<file path="config.mk">
export PLATFORM = sky130hd
export DESIGN_NAME = pip_mem_stage
export DESIGN_NICKNAME = d
export VERILOG_FILES = /design/src/rtl/pip_mem_stage.sv
export SDC_FILE = /design/constraint.sdc
export NUM_CORES = 1
export LEC_CHECK = 0
export ABC_AREA = 0
export CAP_MARGIN = 10
export CELL_PAD_IN_SITES_DETAIL_PLACEMENT = 1
export CELL_PAD_IN_SITES_GLOBAL_PLACEMENT = 1
export CORE_MARGIN = 8
export CORE_UTILIZATION = 26
export DETAILED_ROUTE_END_ITERATION = 10
export GPL_TIMING_DRIVEN = 0
export PLACE_DENSITY = 0.85
export REMOVE_ABC_BUFFERS = 1
export SLEW_MARGIN = 5
export SYNTH_ARGS = -nofsm -noshare
export SYNTH_HDL_FRONTEND = slang
export SYNTH_SLANG_ARGS = --single-unit
</file>
<file path="constraint.sdc">
create_clock -name clk -period 3.5 [get_ports clk]
set_input_delay 0.7 -clock clk [delete_from_list [all_inputs] [get_ports clk]]
set_output_delay 0.7 -clock clk [all_outputs]
set_load 0.01 [all_outputs]
</file>
<file path="src/rtl/pip_mem_stage.sv">
// pip_mem_stage: MEM stage of the 5-stage RISC-V pipeline.
// Turns EX/MEM load/store control into a req/ack bus transaction, aligns and
// extends load data, and stalls the pipeline while an access is outstanding.
// Optional feature macro: MEM_ACCESS_TIMEOUT_EN adds a BUSY timeout counter
// and the sticky mem_fault output.
//
// Bus handshake: bus_req is high for every BUSY cycle; bus_we, bus_addr,
// bus_wdata and bus_wstrb are held stable while bus_req is high (the EX/MEM
// register is frozen by mem_stall). The bus answers with a single-cycle
// bus_ack carrying bus_rdata. Any bus_ack seen outside BUSY is ignored.
module pip_mem_stage #(
    parameter int unsigned TIMEOUT_CYCLES = 255
) (
    input  logic        clk,
    input  logic        rst,
    input  logic        pip_en,
    input  logic [31:0] alu_out_p,
    input  logic [31:0] rs2_p,
    input  logic        DMread_p,
    input  logic        DMwriteEn_p,
    input  logic [2:0]  DM_ctrl_p,
    input  logic        rdEn_p,
    input  logic        rdmuxSel_p,
    output logic [31:0] wb_data,
    output logic        rdEn_wb,
    output logic        mem_stall,
    output logic        mem_excp,
    output logic        bus_req,
    output logic        bus_we,
    output logic [31:0] bus_addr,
    output logic [31:0] bus_wdata,
    output logic [3:0]  bus_wstrb,
    input  logic [31:0] bus_rdata,
    input  logic        bus_ack,
`ifdef MEM_ACCESS_TIMEOUT_EN
    output logic        mem_fault,
`endif
    output logic [1:0]  state_dbg
);

    typedef enum logic [1:0] {
        IDLE = 2'd0,
        BUSY = 2'd1,
        DONE = 2'd2
    } state_t;

    state_t      state;
    state_t      state_n;
    logic [31:0] ld_data;
    logic [31:0] ld_ext;
    logic [3:0]  strb;
    logic [1:0]  a;
    logic        is_mem;
    logic        illegal;
    logic        misalign;
    logic        access;
    logic        timeout_hit;
    logic [7:0]  sel_byte;
    logic [15:0] sel_half;

    assign a      = alu_out_p[1:0];
    assign is_mem = DMread_p | DMwriteEn_p;

    // Classify funct3: reserved encodings are illegal, H/W need natural alignment
    always_comb begin
        illegal  = 1'b0;
        misalign = 1'b0;
        case (DM_ctrl_p)
            3'b000, 3'b100: misalign = 1'b0;
            3'b001, 3'b101: misalign = a[0];
            3'b010:         misalign = |a;
            default:        illegal  = 1'b1;
        endcase
    end

    assign mem_excp  = is_mem & (illegal | misalign);
    assign access    = is_mem & ~mem_excp;
    assign rdEn_wb   = rdEn_p & ~mem_excp;
    assign state_dbg = state;

    // Store lane strobes and replicated store data
    always_comb begin
        strb      = 4'b1111;
        bus_wdata = rs2_p;
        case (DM_ctrl_p[1:0])
            2'b00: begin
                strb      = 4'b0001 << a;
                bus_wdata = {4{rs2_p[7:0]}};
            end
            2'b01: begin
                strb      = a[1] ? 4'b1100 : 4'b0011;
                bus_wdata = {2{rs2_p[15:0]}};
            end
            default: begin
                strb      = 4'b1111;
                bus_wdata = rs2_p;
            end
        endcase
    end

    assign bus_we    = DMwriteEn_p;
    assign bus_addr  = {alu_out_p[31:2], 2'b00};
    assign bus_wstrb = DMwriteEn_p ? strb : 4'b0000;

    // Pick the addressed byte/half out of the read word and extend it
    always_comb begin
        sel_half = a[1] ? bus_rdata[31:16] : bus_rdata[15:0];
        case (a)
            2'd0:    sel_byte = bus_rdata[7:0];
            2'd1:    sel_byte = bus_rdata[15:8];
            2'd2:    sel_byte = bus_rdata[23:16];
            default: sel_byte = bus_rdata[31:24];
        endcase
        case (DM_ctrl_p)
            3'b000:  ld_ext = {{24{sel_byte[7]}}, sel_byte};
            3'b100:  ld_ext = {24'b0, sel_byte};
            3'b001:  ld_ext = {{16{sel_half[15]}}, sel_half};
            3'b101:  ld_ext = {16'b0, sel_half};
            default: ld_ext = bus_rdata;
        endcase
    end

`ifdef MEM_ACCESS_TIMEOUT_EN
    localparam int CW = ($clog2(TIMEOUT_CYCLES + 1) > 8) ? $clog2(TIMEOUT_CYCLES + 1) : 8;
    logic [CW-1:0] busy_cnt;

    // Counts BUSY cycles of the current access; cleared when BUSY is entered
    always_ff @(posedge clk) begin
        if (rst)
            busy_cnt <= '0;
        else if (state != BUSY && state_n == BUSY)
            busy_cnt <= '0;
        else if (state == BUSY)
            busy_cnt <= busy_cnt + 1'b1;
    end

    assign timeout_hit = (busy_cnt == CW'(TIMEOUT_CYCLES - 1));

    // Sticky abort flag, set when an access times out without an ack
    always_ff @(posedge clk) begin
        if (rst)
            mem_fault <= 1'b0;
        else if (state == BUSY && !bus_ack && timeout_hit)
            mem_fault <= 1'b1;
    end
`else
    assign timeout_hit = 1'b0;
`endif

    // Next-state and handshake outputs; DONE blocks reissue until pip_en
    always_comb begin
        state_n   = state;
        mem_stall = 1'b0;
        bus_req   = 1'b0;
        case (state)
            IDLE: begin
                mem_stall = access;
                if (access)
                    state_n = BUSY;
            end
            BUSY: begin
                mem_stall = 1'b1;
                bus_req   = 1'b1;
                if (bus_ack || timeout_hit)
                    state_n = DONE;
            end
            DONE: begin
                if (pip_en)
                    state_n = IDLE;
            end
            default: state_n = IDLE;
        endcase
    end

    // State register
    always_ff @(posedge clk) begin
        if (rst)
            state <= IDLE;
        else
            state <= state_n;
    end

    // Load data capture on ack; a timed-out access returns zero
    always_ff @(posedge clk) begin
        if (rst)
            ld_data <= 32'b0;
        else if (state == BUSY && bus_ack)
            ld_data <= ld_ext;
        else if (state == BUSY && timeout_hit)
            ld_data <= 32'b0;
    end

    assign wb_data = (rdmuxSel_p && state == DONE) ? ld_data : alu_out_p;

endmodule
</file>
==> metrics, run 1 <==
status=complete, no violations; Avg Cell Area, Syn=8.62 um2; # setup viols final=0; reg2reg end=ld_data[27]; placed instance area=0.00485 mm2; Fmax=301 MHz; Hold-fix buffers, CTS=0; # DRC=0; core area=0.0113 mm2; worst reg2reg path depth=4; Rows=39; Startpoint Class=primary input; hold crit path type=reg2reg; critical path fanouts, max=28; drt initial violations=70; total die area=0.0150 mm2; sequential area share after synthesis=0.230; port buffer count=211; CTS tree=built; first-pass GRT wire length=19,200 um; GRT Total Usage=0.162; top-count cell post-synth=mux2_2; post-CTS setup buffer count=0; Final period util=0.949; flops & latches, synth=34; Detailed Routing Iterations Pass 1=4; Max-Cap Viols=0; Levels on crit path=4; routed vias=3,152; Hold Vio Cnt, Final=0; height of the die=123 um; Top FF cell, synth=dfxtp_1; RSZ-0062 raised after global routing=false; remaining global-route overflow=0; maximum root-to-sink buffer count=2; initial antenna violation count=0; worst vdd ir=0.167 mV; critical path's largest stage delay=0.52 ns; TritonCTS Buffers=5; Syn Inst Count=343; worst path arrival time=2.62 ns; Fill cells=1,278; CP Capture Point=bus_wdata[14]; CP Data Required Time=2.80 ns; Area Overhead vs Synth=69.7%; die width=123 um; Hold Crit Start=ld_data[22]; vias in the first global route=3,587; Worst R2R Setup Slack=1.52 ns; synth unique cells=41; share of cells above drive strength 1=0.176; Final Critical Period=3.32 ns; relative slew slack=0.262; Synth top area share=0.230; Synth area leaders=dfxtp_1 (23%), mux2_2 (19%), buf_4 (11%); final non-filler cell area=0.00502 mm2; post-cts resize count=4; nets=601; Avg Vias per Cell=4.95; Crit. End Element=output pin; Final Hold Slack=0.507 ns; Reg-to-Reg Start=state_dbg[0]; WP buf/inv=2; measured slew at the worst slew-check pin=1.11 ns; worst-path cell chain=clkdlybuf4s15_2 -> nor2_2 -> mux2_2 -> clkdlybuf4s50_1; Starting Density=0.262; Worst Setup SP=DM_ctrl_p[0]; worst setup path class=in2out; IO Pins=214; PD cells=297 mW/mm2; largest net degree at the start of global routing=41; Post-synth top cells=mux2_2 (50), buf_4 (42), dfxtp_1 (34), nor2_1 (30), nand2_1 (25); clk_lat worst skew=0.28 ns; Antenna diodes=0; slowest CP cell=clkdlybuf4s15_2; Design Power=1.49 mW; post-route ant nets=0; Clk pin slew, worst setup/hold paths=0.05 ns; routability cong.=0.759; root buf cell=clkbuf_16; Crit path max-delay family=buffers and inverters; EDFF count, synth=0; Post-synth ARST share=0; top cell type by total area after synthesis=dfxtp_1; Pins Over Slew Limit=0; clock skew=0.00411 ns; P_leak=1.85 nW; drt wl/cell=20.0 um; drt total wl=12,800 um; Yosys warnings=0; H-tree depth=2; Cell Area, Synth=0.00296 mm2; Finished Core Util=0.445; DP Wirelength=10,300 um; Clock Sinks=34
[routing by layer]
metal / part of all wire / track usage
met5: 0 / 0
met1: 0.37 / 0.165
met2: 0.51 / 0.297
met4: 0.017 / 0.0434
met3: 0.099 / 0.0685
[final cells by class]
class / instances / area [um2] / area share
clock buffers: 6 / 139 / 0.0277
multi-input cells: 236 / 1840 / 0.366
clock inverters: 1 / 30.0 / 0.00598
inverters: 4 / 15.0 / 0.00299
flip-flops and latches: 34 / 681 / 0.136
well taps: 143 / 179 / 0.0357
repair buffers: 213 / 2140 / 0.426
[cells by family after synthesis]
| group | Yosys count | synth area share |
|---|---|---|
| flops | 34 | 0.230 |
| compound gates | 89 | 0.245 |
| buf+inv | 74 | 0.154 |
| simple gates | 77 | 0.118 |
| mux | 68 | 0.251 |
| other cells | 1 | 0.00127 |
[power by group]
| part | total [mW] | switching, mW | internal (mW) |
|---|---|---|---|
| clock network | 0.519 | 0.168 | 0.351 |
| registers | 0.424 | 0.0135 | 0.411 |
| logic | 0.549 | 0.229 | 0.320 |
[registers in the layout (all words and copies together), names as in the netlist]
register   flops
ld_data       32
state_dbg      2
[through the flow]
step	std cells	worst slack (ns)	setup TNS, ns
after global routing	637	0.0714	0
after floorplan	274	0.768	0
after global placement	628	-1.32	-77.38
final	637	0.178	0
after CTS	637	0.0469	0
after detailed placement	630	-0.606	-15.17
[worst min path at each step]
stage	to	depth (start not counted)	slack, ns
2_1_floorplan	ld_data[22]	2	0.47
3_3_place_gp	ld_data[24]	2	0.48
3_5_place_dp	ld_data[7]	2	0.51
4_1_cts	ld_data[7]	2	0.51
5_1_grt	ld_data[23]	2	0.54
6_report	ld_data[22]	2	0.51
[layout by cell type, fill, tap and decap left out, types with 2 or more instances in the layout]
cell type        instances
o21a_1                   2
clkbuf_16                5
conb_1                   2
or3_1                    2
nand2_1                 25
o2bb2ai_1                7
a211oi_2                17
inv_1                    4
buf_12                   2
nor2_1                  30
nor2b_1                  5
a211oi_1                10
mux2i_1                 18
o21bai_1                 7
a22oi_1                  7
mux2_2                  50
dfxtp_1                 34
a21oi_1                 11
o21ai_0                 14
buf_2                    2
a22o_1                   8
nor3_1                   3
clkdlybuf4s50_1        207
[worst reg2reg max path: cells and delay by family, from the launching register on]
family           cells  cell delay [ns]
AO/OA/AOI/OAI        2             1.05
flip-flops           1             0.36
AND/OR/NAND/NOR      2             0.39
Power figures use the tool's default switching activity.
==> run 2: changes to the inputs <==
--- a/config.mk
+++ b/config.mk
@@ -15,7 +15,7 @@
 export GPL_TIMING_DRIVEN = 0
 export PLACE_DENSITY = 0.85
 export REMOVE_ABC_BUFFERS = 1
-export SLEW_MARGIN = 5
+export SLEW_MARGIN = 25
 export SYNTH_ARGS = -nofsm -noshare
 export SYNTH_HDL_FRONTEND = slang
 export SYNTH_SLANG_ARGS = --single-unit
==> metrics, run 2 (synthesized netlist as in run 1, its figures left out) <==
clock power share=0.336; status=complete, no violations; post-CTS setup buffer count=0; H-tree depth=2; hold crit path type=reg2reg; Hold Vio Cnt, Final=0; remaining global-route overflow=0; Design Power=1.48 mW; drt total wl=12,900 um; DP Wirelength=10,500 um; sw power=0.405 mW; final non-filler cell area=0.00506 mm2; maximum root-to-sink buffer count=2; routed vias=3,140; P_leak=1.85 nW; Fill cells=1,278; largest net degree at the start of global routing=62; drt initial violations=68; commonest non-fill, non-tap cells in the layout=clkdlybuf4s50_1 (207), mux2_2 (50), dfxtp_1 (34); # DRC=0; CP Data Required Time=2.80 ns; core area=0.0113 mm2; routability cong.=0.759; # setup viols final=0; max reg flops=32; Final period util=0.940; Startpoint Class=primary input; Clk pin slew, worst setup/hold paths=0.05 ns; Pins Over Slew Limit=0; Post-Route M1 WL=4720 um; height of the die=123 um; vias in the first global route=3,635; commonest non-fill, non-tap cell in the layout=clkdlybuf4s50_1; root buf cell=clkbuf_16; IO Pins=214; worst vdd ir=0.185 mV; Clock Sinks=34; port buffer count=211; worst setup path class=in2out; share of power burned in registers=0.287; Max-Cap Viols=0; GRT Total Usage=0.163; nets=602; relative slew slack=0.552; Avg Vias per Cell=4.91; critical path fanouts, max=10; Detailed Routing Iterations Pass 1=4; Hold-fix buffers, CTS=0; initial antenna violation count=0; post-route ant nets=0; Crit. End Element=output pin; placed instance area=0.00489 mm2; Fmax=304 MHz; Final Hold Slack=0.505 ns; clk_lat worst skew=0.27 ns; Starting Density=0.262; measured slew at the worst slew-check pin=0.673 ns; Antenna diodes=0; highest metal used=met4; RSZ-0062 raised after global routing=false; CTS tree=built; total die area=0.0150 mm2; Area Overhead vs Synth=71.2%; Rows=39; die width=123 um; worst path arrival time=2.59 ns; Net Sw Frac=0.275; PD cells=292 mW/mm2; Worst R2R Setup Slack=1.76 ns; Final Critical Period=3.29 ns; routed wire length on met2=6640 um; first-pass GRT wire length=19,400 um; Int Pwr=1.07 mW; routed wl met3=1280 um; drt wl/cell=20.2 um; Finished Core Util=0.449; register bank with the most flops=ld_data; Gate power share=0.376; share of cells above drive strength 1=0.177; clock skew=0.00503 ns; TritonCTS Buffers=5
[run 2: cell types whose count changed in the layout (fill, tap and decap cells not counted), sizes merged]
cell	previous run	this run
clkdlybuf4s15	1	0
clkinvlp	0	1
clkbuf	7	8
buf	4	6
inv	4	3
[run 2: worst max-delay path, cell delays in order]
cell             delay [ns]
clkdlybuf4s50_1        0.75
or2b_1                 0.30
a21oi_1                0.23
nor2b_1                0.07
clkdlybuf4s50_1        0.53
[run 2: power groups by stage]
stage                     sequential [mW]  clock [mW]  combinational, mW
after floorplan                     0.428           0              0.180
after global placement              0.432           0              0.542
after detailed placement            0.433           0              0.560
after CTS                           0.425       0.510              0.564
after global routing                0.428       0.529              0.595
final                               0.424       0.496              0.555
[run 2: area by class of cell]
class | instances | area [um2] | share of cell area
timing repair buffer | 214 | 2170 | 0.429
multi-input combinational | 236 | 1850 | 0.366
sequential | 34 | 681 | 0.134
tap | 143 | 179 | 0.0353
clock buffer | 7 | 133 | 0.0262
clock inverter | 1 | 30.0 | 0.00593
inverter | 4 | 18.8 | 0.00371
[run 2: final timing paths]
| check | start | endpoint | cells after the start |
|---|---|---|---|
| hold / removal | ld_data[7] | ld_data[7] | 2 |
| setup / recovery | alu_out_p[0] | bus_wstrb[0] | 5 |
| setup reg to reg | state_dbg[1] | ld_data[27] | 4 |
| hold reg to reg | ld_data[7] | ld_data[7] | 2 |
[run 2: per-layer routing]
layer | vias up | global-route usage
met1 | 1488 | 0.162
li1 | 1501 | -
met5 | - | 0
met4 | 0 | 0.0480
met2 | 139 | 0.305
met3 | 12 | 0.0653
[run 2: what timing repair did]
| action | 4_1_cts | 5_1_grt |
|---|---|---|
| pin swaps | 0 | 0 |
| hold endpoints to repair | 0 | 0 |
| gates resized for setup | 2 | 4 |
| endpoints found under the setup margin | 21 | 3 |
[run 2: per-stage QoR]
| step | setup TNS, ns | instances | setup WS (ns) |
|---|---|---|---|
| 2_1_floorplan | 0 | 274 | 0.768 |
| 3_3_place_gp | -77.38 | 628 | -1.32 |
| 3_5_place_dp | -1.55 | 631 | -0.266 |
| 4_1_cts | 0 | 639 | 0.00918 |
| 5_1_grt | 0 | 639 | 0.120 |
| 6_report | 0 | 639 | 0.210 |
==> run 3: changes to the inputs <==
--- a/config.mk
+++ b/config.mk
@@ -14,6 +14,7 @@
 export DETAILED_ROUTE_END_ITERATION = 10
 export GPL_TIMING_DRIVEN = 0
 export PLACE_DENSITY = 0.85
+export RECOVER_POWER = 100
 export REMOVE_ABC_BUFFERS = 1
 export SLEW_MARGIN = 25
 export SYNTH_ARGS = -nofsm -noshare
==> metrics, run 3 (synthesized netlist as in run 1, its figures left out) <==
TritonCTS Buffers=5; max reg flops=32; Hold Vio Cnt, Final=0; placed instance area=0.00489 mm2; Max-Cap Viols=0; Area Overhead vs Synth=67.9%; total die area=0.0150 mm2; DP Wirelength=10,500 um; Design Power=1.44 mW; critical path fanouts, max=17; drt initial violations=82; clock skew=0.00568 ns; post-cts resize count=2; final non-filler cell area=0.00496 mm2; CTS tree=built; # setup viols final=0; drt wl/cell=20.2 um; maximum root-to-sink buffer count=2; Antenna diodes=0; hold crit path type=reg2reg; register bank with the most flops=ld_data; Avg Vias per Cell=4.92; GRT busiest layer=met2; Pins Over Slew Limit=0; nets=602; worst setup path class=in2out; GR Util met3=0.0653; slowest CP cell=dlygate4sd3_1; height of the die=123 um; worst path arrival time=2.67 ns; largest net degree at the start of global routing=62; GRT Total Usage=0.163; worst vdd ir=0.184 mV; Startpoint Class=primary input; commonest non-fill, non-tap cell in the layout=clkdlybuf4s50_1; Final Hold Slack=0.501 ns; Clock Sinks=34; drt total wl=12,900 um; IO Pins=214; clk_lat worst skew=0.27 ns; routability cong.=0.759; Clk pin slew, worst setup/hold paths=0.05 ns; routed vias=3,145; PD cells=290 mW/mm2; setup TNS=0 ns; critical path's largest stage delay=0.61 ns; remaining global-route overflow=0; met2 GRT Util=0.305; Detailed Routing Iterations Pass 1=4; # placed instances=631; root buf cell=clkbuf_16; die width=123 um; Starting Density=0.262; worst-path cell chain=clkdlybuf4s50_1 -> nand3_4 -> buf_16 -> mux2_2 -> dlygate4sd3_1; Fmax=297 MHz; post-route ant nets=0; first-pass GRT wire length=19,400 um; P_leak=1.87 nW; Final Non-Filler Cells=639; measured slew at the worst slew-check pin=1.06 ns; Final Critical Period=3.37 ns; commonest non-fill, non-tap cells in the layout=clkdlybuf4s50_1 (126), dlygate4sd3_1 (81), mux2_2 (50); port buffer count=211; Rows=39; vias in the first global route=3,635; status=complete, no violations; core area=0.0113 mm2; Final period util=0.962; CP Data Required Time=2.80 ns; relative slew slack=0.288; # DRC=0; met1 GRT Util=0.162; RSZ-0062 raised after global routing=false; Crit. End Element=output pin; initial antenna violation count=0; share of cells above drive strength 1=0.143; Hold-fix buffers, CTS=0; post-CTS setup buffer count=0; H-tree depth=2
==> run 3: cell types whose count changed in the layout (fill, tap and decap cells not counted), sizes merged <==
cell / change
clkbuf: +1
buf: -1
clkdlybuf4s50: -81
dlygate4sd3: +81
==> run 3: cell type report <==
type / count / area, um2
flip-flops and latches: 34 / 681
multi-input cells: 236 / 1750
repair buffers: 214 / 2170
clock inverters: 1 / 30.0
fillers: 1295 / 6310
inverters: 4 / 18.8
clock buffers: 7 / 133
well taps: 143 / 179
==> run 3: per-stage QoR <==
| step | worst slack [ns] | util |
|---|---|---|
| after floorplan | 0.768 | - |
| after global placement | -1.32 | 0.427 |
| after detailed placement | -0.266 | 0.434 |
| after CTS | 0.00918 | 0.449 |
| after global routing | 0.0616 | 0.440 |
| final | 0.135 | 0.440 |
==> run 3: where the power goes <==
part / switching [mW] / leakage [nW] / total (mW) / internal [mW]
registers: 0.0132 / 0.277 / 0.424 / 0.411
logic: 0.221 / 1.51 / 0.519 / 0.298
clock network: 0.160 / 0.0781 / 0.497 / 0.337
==> run 3: path summary, 6_finish.rpt <==
| kind | endpoint | cells past startpoint | slack (ns) | from |
|---|---|---|---|---|
| worst min register to register | ld_data[21] | 2 | 0.50 | ld_data[21] |
| worst max register to register | ld_data[0] | 4 | 1.61 | state_dbg[1] |
| worst min-delay path | ld_data[21] | 2 | 0.50 | ld_data[21] |
| worst max-delay path | wb_data[21] | 5 | 0.13 | rdmuxSel_p |
==> run 3: worst max-delay path, delay by kind of cell <==
kind          cells  cell delay (ns)
mux               1             0.27
buf+inv           3             1.40
simple gates      1             0.29
==> run 3: metal layers <==
metal / up-vias / part of all wire
li1: 1503 / -
met1: 1493 / 0.37
met2: 137 / 0.51
met3: 12 / 0.099
met4: 0 / 0.019
met5: - / 0
